**src/rtl/counter_period_monitor.sv**
```systemverilog
// Watches the two-phase x/y counter, measures each period (peak x, peak y, protocol
// errors) and queues one record per period in a small FIFO for the readback stage.
module counter_period_monitor #(
    parameter int W     = 8,
    parameter int IDX_W = 16,
    parameter int DEPTH = 4
) (
    input  logic                   _i_clk,
    input  logic                   _i_rst,
    input  logic [W-1:0]           _i_x,
    input  logic [W-1:0]           _i_y,
    input  logic                   _i_ready,
    output logic [IDX_W+2*W+1:0]   __output
);

    localparam int AW    = $clog2(DEPTH);
    localparam int CW    = AW + 1;
    localparam int REC_W = 1 + IDX_W + 2*W;
    localparam logic [W-1:0] ONE_W = W'(1);

    typedef enum logic [1:0] {IDLE, RUN_X, RUN_Y, RESYNC} state_t;

    state_t           state;
    logic [W-1:0]     px, py;
    logic [W-1:0]     x_peak, y_peak;
    logic             err_pend, ovf_pend;
    logic [IDX_W-1:0] index;

    logic [REC_W-1:0] mem [DEPTH];
    logic [AW-1:0]    wr_ptr, rd_ptr;
    logic [CW-1:0]    count;

    logic             sample_zero, x_inc, x_hold, y_inc;
    logic             fifo_empty, fifo_full;
    logic             pop, push_req, push_ok;
    logic [REC_W-1:0] record;

    // Handshake: a record is offered while valid (FIFO not empty); it is consumed on
    // a cycle with valid & _i_ready, and the head holds still otherwise.
    assign sample_zero = (_i_x == '0) && (_i_y == '0);
    assign x_inc       = (_i_x == px + ONE_W);
    assign x_hold      = (_i_x == px);
    assign y_inc       = (_i_y == py + ONE_W);

    assign fifo_empty  = (count == '0);
    assign fifo_full   = (count == CW'(DEPTH));
    assign pop         = !fifo_empty && _i_ready;

    // Every state except IDLE ends its period on the (0,0) sample.
    assign push_req    = (state != IDLE) && sample_zero;
    assign push_ok     = push_req && (!fifo_full || pop);
    assign record      = {err_pend | ovf_pend, index, x_peak, y_peak};

    assign __output    = fifo_empty ? '0 : {1'b1, mem[rd_ptr]};

    always_ff @(posedge _i_clk) begin
        if (push_ok) begin
            mem[wr_ptr] <= record;
        end
    end

    always_ff @(posedge _i_clk or posedge _i_rst) begin
        if (_i_rst) begin
            state    <= IDLE;
            px       <= '0;
            py       <= '0;
            x_peak   <= '0;
            y_peak   <= '0;
            err_pend <= 1'b0;
            ovf_pend <= 1'b0;
            index    <= '0;
            wr_ptr   <= '0;
            rd_ptr   <= '0;
            count    <= '0;
        end else begin
            px <= _i_x;
            py <= _i_y;

            if (pop) begin
                rd_ptr <= rd_ptr + AW'(1);
            end
            if (push_ok) begin
                wr_ptr <= wr_ptr + AW'(1);
            end
            case ({push_ok, pop})
                2'b10:   count <= count + CW'(1);
                2'b01:   count <= count - CW'(1);
                default: count <= count;
            endcase

            // A dropped record still consumes an index and taints the next one.
            if (push_req) begin
                index <= index + IDX_W'(1);
                if (push_ok) begin
                    err_pend <= 1'b0;
                    ovf_pend <= 1'b0;
                end else begin
                    ovf_pend <= 1'b1;
                end
            end

            case (state)
                IDLE: begin
                    if (sample_zero) begin
                        state <= IDLE;
                    end else if (_i_x == ONE_W && _i_y == '0) begin
                        state  <= RUN_X;
                        x_peak <= ONE_W;
                        y_peak <= '0;
                    end else begin
                        state    <= RESYNC;
                        err_pend <= 1'b1;
                        x_peak   <= '0;
                        y_peak   <= '0;
                    end
                end
                RUN_X: begin
                    if (sample_zero) begin
                        state <= IDLE;
                    end else if (x_inc && _i_y == '0) begin
                        x_peak <= _i_x;
                    end else if (x_hold && _i_y == ONE_W) begin
                        state  <= RUN_Y;
                        y_peak <= ONE_W;
                    end else begin
                        state    <= RESYNC;
                        err_pend <= 1'b1;
                    end
                end
                RUN_Y: begin
                    if (sample_zero) begin
                        state <= IDLE;
                    end else if (x_hold && y_inc) begin
                        y_peak <= _i_y;
                    end else begin
                        state    <= RESYNC;
                        err_pend <= 1'b1;
                    end
                end
                RESYNC: begin
                    if (sample_zero) begin
                        state <= IDLE;
                    end
                end
                default: state <= IDLE;
            endcase
        end
    end

endmodule
```
**config.mk**
```make
export PLATFORM = sky130hd
export DESIGN_NAME = counter_period_monitor
export DESIGN_NICKNAME = d
export VERILOG_FILES = /design/src/rtl/counter_period_monitor.sv
export SDC_FILE = /design/constraint.sdc
export NUM_CORES = 1
export LEC_CHECK = 0
export ABC_AREA = 1
export CAP_MARGIN = 20
export CORE_MARGIN = 5
export CORE_UTILIZATION = 59
export DETAILED_ROUTE_END_ITERATION = 10
export PLACE_DENSITY = 0.79
export SLEW_MARGIN = 20
export SYNTH_ARGS = -nofsm -noshare
export SYNTH_HDL_FRONTEND = slang
export SYNTH_SLANG_ARGS = --single-unit
```
**constraint.sdc**
```tcl
create_clock -name _i_clk -period 3.3 [get_ports _i_clk]
set_input_delay 0.33 -clock _i_clk [delete_from_list [all_inputs] [get_ports _i_clk]]
set_output_delay 0.33 -clock _i_clk [all_outputs]
set_load 0.1 [all_outputs]
```
==> results <==
- The run finished with clean final reports.
- The final instance area is 10200 um^2.
- The relative max-transition margin is 56.8%.
- The number of nets handed over by synthesis was 873.
- The share of the Yosys chip area taken by registers is 63.3%.
- After Yosys synthesis, full adders, half adders and majority gates account for 2.13% of the synthesized area.
- STA classifies the critical path startpoint as a flop.
- The hold buffer count at CTS is 0.
- For this run, the slowest stage of the critical path takes 0.73 ns.
- The aggregate global routing overflow is 0.
- The highest ir drop seen on vdd is 0.633 mV.
- The required time at the endpoint of the critical path is 2.97 ns.
- The arrival time of the worst setup path is 2.57 ns.
- The cell count along the critical path is 6.
- The most frequent cell on the critical path is nor2_1.
- Static timing analysis puts the maximum clock frequency at 0.345 GHz.
- Wires add up to 17600 um.
- Setup repair after global routing left no endpoint under its margin.
- For this design the ratio of total power to cell area is 1020 nW/um^2.
- Fill cells in the final layout number 1009.
- After clock tree synthesis, the setup repair step added 0 buffers.
- The count of cells resized by post-cts repair is 0.
- In this run the number of H-tree levels came out at 4.
- The floorplan step set the die width to 131 um.
- Entering global routing, the biggest net connects 43 pins.
- The first detailed-routing pass ran for 5 iterations.
- Buffers placed on the I/O ports in this run total 52.
- The commonest register cell after synthesis is edfxtp_1.
- Synthesis produced a netlist whose cell count is 840.
- Setup violations remaining at the end of the flow were counted as 0.
- Summed over all cells, the static leakage comes to 4.00 nW.
- The chip height is 131 um.
- The first routing iteration left 518 violations.
- For this run, the post-layout net count is 928.
- The placed cell count is 1060.
- After layout, the worst path uses 87.9% of the clock period.
- The class of the worst hold path is in -> async.
- The count of pins on the block boundary is 53.
- Total power for the finished layout comes to 10.5 mW.
- After synthesis, the largest family of logic cells by area is simple AND/OR/NAND/NOR gates.
- The total DRC errors in the routed layout is 0.
- The placeable core region is 14400 um^2.
- The via count of the first global-routing pass is 5982.
- The Yosys warning count is 0.
- The count of nets left with antenna violations once routing finished came out at 0.
- The filler-free cell count of the finished design is 1092.
- The final hold violation count is 0.
- After clock tree synthesis, the clock-pin slew on the worst setup and hold paths is 0.06 ns.
- The synthesized netlist occupies a cell area of 8590 um^2.
- The area growth from synthesis to final layout is 19.2%.
- Once placement finished, the instance area stood at 9670 um^2.
- The tree is rooted in a clkbuf_16.
- The layout cell share with drive strength beyond 1 is 13.3%.
- The maximum fanout along the worst path is 41.
- The distinct cell type count of the synthesized netlist is 38.
- TritonCTS built the clock tree.
- The insertion delay to the later sink of the worst-skew pair is 0.43 ns.
- The total via count after detailed routing is 6009.
- The number of synthesized flops with an enable pin is 132.
- For the worst flop-to-flop path, the logic depth is 8.
- Across every metal layer, demand over resource in global routing totals 22.1%.
- The clock skew after layout is 0.00541 ns.
- Counting flops and latches in the post-synthesis netlist gives 191.
- The category of the critical setup timing path is reg -> out.
- The number of clock buffers inserted by TritonCTS is 17.
- The async set or reset register ratio after synthesis is 30.9%.
- The total count of max-transition violations in the final report is 0.
- The global-route wire length before repair is 29000 um.
- Summed over all nets, the half-perimeter wirelength after detailed placement is 11500 um.
- The via density per instance is 5.50.
- The critical path contains buffers and inverters numbering 2 combined.
- The initial antenna violation count came to 0.
- Averaged over all synthesized cells, the footprint is 10.2 um^2.
- The total clock sinks is 191.
- In the final routed layout, each cell accounts on average for 16.1 um.
- The critical path capture point type is an output pin.
- The buffer levels on the longest clock path is 2.
- The compound-gate portion of the synthesized area is 8.64%.
- On the critical path the largest part of the delay comes from buffers and inverters.
- The number of maximum-capacitance violations is 0.
- The starting utilization of the core area is 59.6%.
- The post-layout minimum cycle time is 2.90 ns.
- The master of the slowest instance on the critical path is dfrtp_2.
- Summing the areas of all xor and xnor instances in the mapped netlist gives 2.85% of the synthesized area.
- In the synthesized netlist, mux cells make up 0% of the area.
- The final core utilization is 71.0%.
- The total die area is 17100 um^2.
- After Yosys synthesis, and, or, nand and nor cells account for 18.6% of the synthesized area.
- The routability-driven placement congestion ratio is 0.900.
- Row generation in the floorplan step produced 44 rows.
- The number of antenna diodes is 0.
- Traced cell by cell, the critical path runs through buf_4 > nor2_1 > nor2_1 > o21ai_0 > a21oi_1 > buf_12.
- The slew at the pin closest to its max-slew limit is 0.645 ns.
-- kinds of logic (layout without fill, tap and decap cells) --
family                   Yosys count  count (layout)
buffers and inverters             97             165
AND/OR/NAND/NOR                  371             371
adder cells (fa/ha/maj)           14              14
XOR/XNOR                          28              28
flip-flops                       191             191
AO/OA/AOI/OAI                    139             139
-- cell type report --
type / count / area, um^2 / share of cell area, %
clock buffers: 19 / 433 / 4.23
clock inverters: 13 / 141 / 1.38
flip-flops and latches: 191 / 5440 / 53.1
multi-input cells: 552 / 2780 / 27.2
inverters: 68 / 255 / 2.49
well taps: 184 / 230 / 2.25
repair buffers: 65 / 958 / 9.36
-- flip-flops by register name (all words and copies together), names as in the netlist, 3 cells and up --
name	cells
x_peak	8
count	3
index	16
py	8
y_peak	8
mem	132
px	8
-- worst paths after layout --
check                      startpoint  slack (ns)           to
min                            _i_rst        0.25    y_peak[4]
min in group _i_clk           _i_x[3]        0.38        px[3]
min reg2reg                  ovf_pend        0.49     ovf_pend
max                         rd_ptr[0]        0.40  __output[7]
max in group asynchronous      _i_rst        2.38     index[7]
max reg2reg                  state[0]        0.81     count[2]
-- cell usage in the layout (no fill, tap or decap), types with 11 or more instances in the layout --
cell type	synthesis	routed
clkbuf_16	0	17
nand2_1	132	132
xor2_1	20	20
ha_1	13	13
nand3_1	29	29
buf_4	1	13
a21oi_1	40	40
o21ai_0	77	77
dfrtp_1	59	58
edfxtp_1	132	132
inv_1	60	59
clkdlybuf4s50_1	0	18
nor2_2	7	11
buf_12	0	34
nor2_1	171	167
-- stage by stage --
stage	worst slack [ns]	hold WS [ns]	TNS [ns]
after CTS	0.391	0.258	0
after global placement	0.492	0.464	0
after floorplan	-0.216	0.361	-6.52
after global routing	0.220	0.297	0
after detailed placement	0.394	0.474	0
final	0.398	0.249	0
-- worst register-to-register path, delay by kind of cell (launching register included) --
kind	cells	cell delay, ns
buf+inv	2	0.22
xor+xnor	1	0.16
simple gates	2	0.69
compound gates	1	0.23
flops	1	0.42
fa+ha+maj	2	0.69
-- power breakdown --
part           switching (mW)  internal, mW
clock                   0.868          1.12
combinational            3.81          1.75
sequential              0.184          2.72
total                    4.86          5.59
-- metal layers --
layer / GRT usage, % / routed length [um] / up-vias / share of wire (%)
li1: - / - / 2916 / -
met1: 26.9 / 7040 / 2898 / 40
met5: 0 / 0 / - / 0
met2: 39.0 / 9300 / 163 / 53
met3: 4.31 / 851 / 32 / 4.8
met4: 8.77 / 363 / 0 / 2.1
-- cells in the mapped netlist (9+ instances only) --
master / instances / area (um^2)
nor2_1: 171 / 642
o21ai_0: 77 / 385
dfrtp_1: 59 / 1480
edfxtp_1: 132 / 3960
xor2_1: 20 / 175
a21oi_1: 40 / 200
nand2_1: 132 / 495
o21ai_2: 9 / 78.8
nand3_1: 29 / 145
nand4_1: 9 / 56.3
clkbuf_1: 22 / 82.6
ha_1: 13 / 163
inv_1: 60 / 225
(Power assumes the default switching activity.)
